## config.mk

```make
export PLATFORM = sky130hd
export DESIGN_NAME = seq_timer_fsm
export DESIGN_NICKNAME = d
export VERILOG_FILES = /design/src/rtl/seq_timer_fsm.sv
export SDC_FILE = /design/constraint.sdc
export NUM_CORES = 1
export LEC_CHECK = 0
export ABC_AREA = 0
export BUFFER_PORTS_ARGS = -buffer_cell sky130_fd_sc_hd__buf_4
export CAP_MARGIN = 20
export CORE_MARGIN = 2
export CORE_UTILIZATION = 25
export CTS_BUF_LIST = sky130_fd_sc_hd__clkbuf_8
export CTS_CLUSTER_SIZE = 28
export DETAILED_ROUTE_END_ITERATION = 16
export SLEW_MARGIN = 30
export SYNTH_ARGS = -nofsm -noshare
export SYNTH_HDL_FRONTEND = slang
export SYNTH_SLANG_ARGS = --single-unit
```

## constraint.sdc

```tcl
create_clock -name clk -period 2.41 [get_ports clk]
set_clock_uncertainty 0.1 [all_clocks]
set_input_delay 0 -clock clk [delete_from_list [all_inputs] [get_ports clk]]
set_output_delay 0 -clock clk [all_outputs]
set_load 0.02 [all_outputs]
```

## src/rtl/seq_timer_fsm.sv

```systemverilog
// Start-pattern detector followed by a serial delay load and a unit-scaled countdown timer.
// done is held until acknowledged; abort returns to a fresh search from any state.
module seq_timer_fsm #(
  parameter         PATTERN         = 4'b1101,
  parameter int     PAT_LEN         = 4,
  parameter int     DELAY_W         = 4,
  parameter int     CYCLES_PER_UNIT = 1000
) (
  input  logic               clk,
  input  logic               reset,
  input  logic               data,
  input  logic               ack,
  input  logic               abort,
  output logic               shift_ena,
  output logic               counting,
  output logic [DELAY_W-1:0] count,
  output logic               done
);

  // The oldest history bit and the oldest delay bit fall off before they are ever
  // compared or loaded, so both registers keep one bit less than the field width.
  localparam int HIST_W = (PAT_LEN > 1) ? PAT_LEN - 1 : 1;
  localparam int FILL_W = (PAT_LEN > 1) ? $clog2(PAT_LEN) : 1;
  localparam int DLY_W  = (DELAY_W > 1) ? DELAY_W - 1 : 1;
  localparam int BIT_W  = (DELAY_W > 1) ? $clog2(DELAY_W) : 1;
  localparam int CYC_W  = (CYCLES_PER_UNIT > 1) ? $clog2(CYCLES_PER_UNIT) : 1;

  localparam logic [PAT_LEN-1:0] PAT      = PAT_LEN'(PATTERN);
  localparam logic [FILL_W-1:0]  FILL_MAX = FILL_W'(PAT_LEN - 1);
  localparam logic [BIT_W-1:0]   BIT_LAST = BIT_W'(DELAY_W - 1);
  localparam logic [CYC_W-1:0]   CYC_MAX  = CYC_W'(CYCLES_PER_UNIT - 1);

  typedef enum logic [1:0] {SEARCH, SHIFT, COUNT, DONE} state_t;

  state_t state, state_nxt;

  logic [HIST_W-1:0]  hist;
  logic [FILL_W-1:0]  fill;
  logic [BIT_W-1:0]   bit_cnt;
  logic [DLY_W-1:0]   dly;
  logic [DELAY_W-1:0] units;
  logic [CYC_W-1:0]   cyc;

  logic [HIST_W:0] hist_cat;
  logic [DLY_W:0]  dly_cat;
  logic            match;
  logic            shift_last;
  logic            count_end;

  assign hist_cat   = {hist, data};
  assign dly_cat    = {dly, data};
  assign match      = (fill == FILL_MAX) && (hist_cat[PAT_LEN-1:0] == PAT);
  assign shift_last = (bit_cnt == BIT_LAST);
  assign count_end  = (cyc == '0) && (units == '0);

  always_ff @(posedge clk or negedge reset) begin
    if (!reset) begin
      state <= SEARCH;
    end else begin
      state <= state_nxt;
    end
  end

  always_comb begin
    state_nxt = state;
    shift_ena = 1'b0;
    counting  = 1'b0;
    count     = '0;
    done      = 1'b0;
    case (state)
      SEARCH: if (match) state_nxt = SHIFT;
      SHIFT: begin
        shift_ena = 1'b1;
        if (shift_last) state_nxt = COUNT;
      end
      COUNT: begin
        counting = 1'b1;
        count    = units;
        if (count_end) state_nxt = DONE;
      end
      DONE: begin
        done = 1'b1;
        if (ack) state_nxt = SEARCH;
      end
      default: state_nxt = SEARCH;
    endcase
    if (abort) state_nxt = SEARCH;
  end

  always_ff @(posedge clk or negedge reset) begin
    if (!reset) begin
      hist    <= '0;
      fill    <= '0;
      bit_cnt <= '0;
      dly     <= '0;
      units   <= '0;
      cyc     <= '0;
    end else if (abort) begin
      hist    <= '0;
      fill    <= '0;
      bit_cnt <= '0;
      dly     <= '0;
      units   <= '0;
      cyc     <= '0;
    end else begin
      case (state)
        SEARCH: begin
          if (match) begin
            hist    <= '0;
            fill    <= '0;
            bit_cnt <= '0;
          end else begin
            hist <= hist_cat[HIST_W-1:0];
            if (fill != FILL_MAX) fill <= fill + FILL_W'(1);
          end
        end
        SHIFT: begin
          dly <= dly_cat[DLY_W-1:0];
          if (shift_last) begin
            // The final delay bit arrives on this edge, so load from the concatenation.
            bit_cnt <= '0;
            units   <= dly_cat[DELAY_W-1:0];
            cyc     <= CYC_MAX;
          end else begin
            bit_cnt <= bit_cnt + BIT_W'(1);
          end
        end
        COUNT: begin
          if (cyc != '0) begin
            cyc <= cyc - CYC_W'(1);
          end else if (units != '0) begin
            units <= units - DELAY_W'(1);
            cyc   <= CYC_MAX;
          end
        end
        DONE: begin
          if (ack) begin
            hist <= '0;
            fill <= '0;
          end
        end
        default: ;
      endcase
    end
  end

endmodule

```

==> summary.md <==
## Route
* 42 — number of DRC markers in iteration 0
* 0 — remaining routing DRC violations
* 3.85 mm — Detailed Route WL
* 0 — ANT nets after route
* 4.81 — routed via count divided by cell count
* 13.1 um — average routed wire per standard cell
* 5 — number of detailed-routing iterations run before antenna repair
* 1,420 — total via count in the routed design

## Global route
* 17.2% — met2 Use GR
* 14.0% — met1 GRT Util
* 1.89% — met3 Use GR
* 6.44 mm — wire length of the first global-routing pass
* 0 — initial antenna violation count
* 10.4% — GRT Util Overall
* 27 — largest net degree at the start of global routing
* 0 — total overflow reported by the global router
* 1,337 — vias in the first global route
* met2 — busiest layer in global routing

## Timing
* 504 ps — slew at the pin closest to its max-slew limit
* 2190 ps — post-layout minimum cycle time
* 0 — final-report hold violation count
* 66.3% — worst max-slew margin expressed relative to the limit
* 0 — final max-slew violation count
* 0 — final count of negative-setup-slack endpoints
* 90.8% — Final Cycle Share
* 0.457 GHz — Max Clk Rate
* 0 ps — sum of negative setup slack
* false — RSZ-0062 raised after global routing

## Floorplanning
* 87.8 um — Die X-Extent
* 87.8 um — vertical die dimension
* 30 — site row count
* 25.8% — Starting Density
* 12 — Ports
* 0.00771 mm^2 — Die Area
* 0.00679 mm^2 — Core Region

## Clock tree
* done — CTS tree
* 0 — Post-CTS Setup Bufs
* 100 ps — clock-pin slew of the registers on the worst-case setup and hold paths
* clkbuf_8 — clock root buffer
* 26 — CTS Sinks
* 1 — number of H-tree levels
* 2 — number of buffers on the longest clock path
* 0 — CTS resizes
* 270 ps — clock insertion delay at the later pin of the skew report
* 3 — CTS Buf Count
* 4 — number of hold buffers added after CTS

## Synthesis
* 26 — flip-flop and latch count after synthesis
* 24.8% — share of the synthesized area in compound gates (AO/OA/AOI/OAI)
* 5.70% — Adder-Cell Fraction of Synth Area
* 183 — Cells after Synth
* 4.13% — mux share of post-synthesis cell area
* dfrtp_1 — Primary FF master, synth
* 0 — number of enable-type register cells in the synthesized netlist
* 196 — Post-Synthesis Net Count
* 100% — ys async rst share
* 0 — Synth Warn #
* 0.00176 mm^2 — post-synthesis cell area
* 0% — xor-xnor portion of the synthesized cell area
* 37.1% — sequential element share of the synthesized area
* 21.2% — fraction of the mapped netlist area in simple logic gates
* 9.59 um^2 — post-synthesis average cell area
* 52 — Synth cell types
* compound AO/OA/AOI/OAI gates — dominant combinational cell family by area after synthesis

## Placed design
* 11 — Port Buffers
* 2.79 mm — hpwl dp
* 0.738 — routability cong.

## Critical path
* 510 ps — delay of the slowest cell on the worst path
* 14 — highest net fanout along the worst path
* 220 ps — reg2reg setup slack
* 1 — Buf/Inv on CP
* and4_1 — slowest library cell on the worst path
* inv_1 > ha_1 > nor4b_1 > and4_1 > or2_2 > o22a_1 — cell chain of the critical path
* flip-flop — kind of launch point of the worst setup path
* 2520 ps — data required time of the critical path
* 2290 ps — critical path data arrival time
* simple AND/OR/NAND/NOR gates — Worst path top cell family by delay
* reg2reg — critical path start-end classification
* flip-flop — Setup crit end kind

## Cells and area
* dfrtp_1 (26), buf_4 (18), nor2_1 (17) — leading cell types in the layout, fill and taps excluded
* dfrtp_1 — most common library cell in the layout ignoring fill and taps
* 16.3% — Syn-to-layout area delta
* 19.6% — fraction of final layout cells with drive strength greater than 1
* 213 — # nets final
* 0 — n_diodes

## Power
* 539 mW/mm^2 — Cell Pwr Density
* 0.833 nW — leakage power summed over all cells
* 248 uV — maximum ir drop on the vdd rail
* 0.00110 W — post-route total power

## Run
* 0 — count of maximum capacitance violations

## Status
* finished, final reports clean — result of the run

## Worst hold path
* in2async — Hold WC Path Type

## area by class of cell
| cell class | count | area (um^2) |
|---|---|---|
| fill | 708 | 4750 |
| multi-input combinational | 131 | 980 |
| sequential | 26 | 651 |
| timing repair buffer | 22 | 175 |
| clock buffer | 4 | 55.1 |
| inverter | 16 | 60.1 |
| tap | 96 | 120 |
## state kept, by name (all words and copies together) (netlist names)
register / count
cyc: 10
state: 2
hist: 3
dly: 3
bit_cnt: 2
units: 4
fill: 2
## layer usage
metal | part of all wire (%) | up-vias
met1 | 48 | 684
met3 | 3.6 | 2
li1 | - | 705
met4 | 0.65 | 0
met2 | 47 | 29
met5 | 0 | -
## synth_stat cells (4+ instances only)
cell type	count	area [um^2]
dfrtp_1	26	651
nor2_1	17	63.8
inv_1	15	56.3
nand2_1	15	56.3
o21ai_0	9	45.0
ha_1	8	100
a21oi_1	7	35.0
o31ai_1	7	52.6
mux2i_1	5	50.1
buf_2	4	20.0
nor3_1	4	20.0
or4_1	4	30.0
## path summary, 6_finish.rpt
check | from | to | cells past startpoint
max reg2reg | state[0]$_DFFE_PN0P_ | cyc[6]$_DFFE_PN0P_ | 6
min | reset | cyc[8]$_DFFE_PN0P_ | 2
min in group clk | ack | hist[2]$_DFFE_PN0P_ | 5
max in group asynchronous | reset | cyc[4]$_DFFE_PN0P_ | 2
min reg2reg | hist[2]$_DFFE_PN0P_ | hist[2]$_DFFE_PN0P_ | 2
max | state[0]$_DFFE_PN0P_ | cyc[6]$_DFFE_PN0P_ | 6
## cell families (layout without fill, tap and decap cells)
| group | count (synthesis) | after routing |
|---|---|---|
| adders and majority gates | 8 | 8 |
| buffers and inverters | 26 | 42 |
| DFF | 26 | 26 |
| AOI/OAI and AO/OA | 52 | 52 |
| muxes | 7 | 7 |
| and+or+nand+nor | 64 | 64 |
## power by group
part	switching, W	leakage, nW	total (W)	internal (W)
clock	0.000139	0.0288	0.000285	0.000146
combinational	0.000158	0.462	0.000296	0.000138
sequential	0.0000430	0.342	0.000518	0.000475
## through the flow
step | std cells | setup WS (ps) | utilization (%) | hold WS [ps] | cell area, um^2
2_1_floorplan | 183 | 290 | - | -396 | 1760
3_3_place_gp | 287 | 241 | 28.6 | -164 | 1950
3_5_place_dp | 287 | 255 | 28.6 | -165 | 1950
4_1_cts | 295 | 226 | 30.0 | 90.1 | 2040
5_1_grt | 295 | 34.6 | 30.0 | 120 | 2040
6_report | 295 | 222 | 30.0 | 72.0 | 2040
No activity file was read; power rests on OpenSTA's default activity.
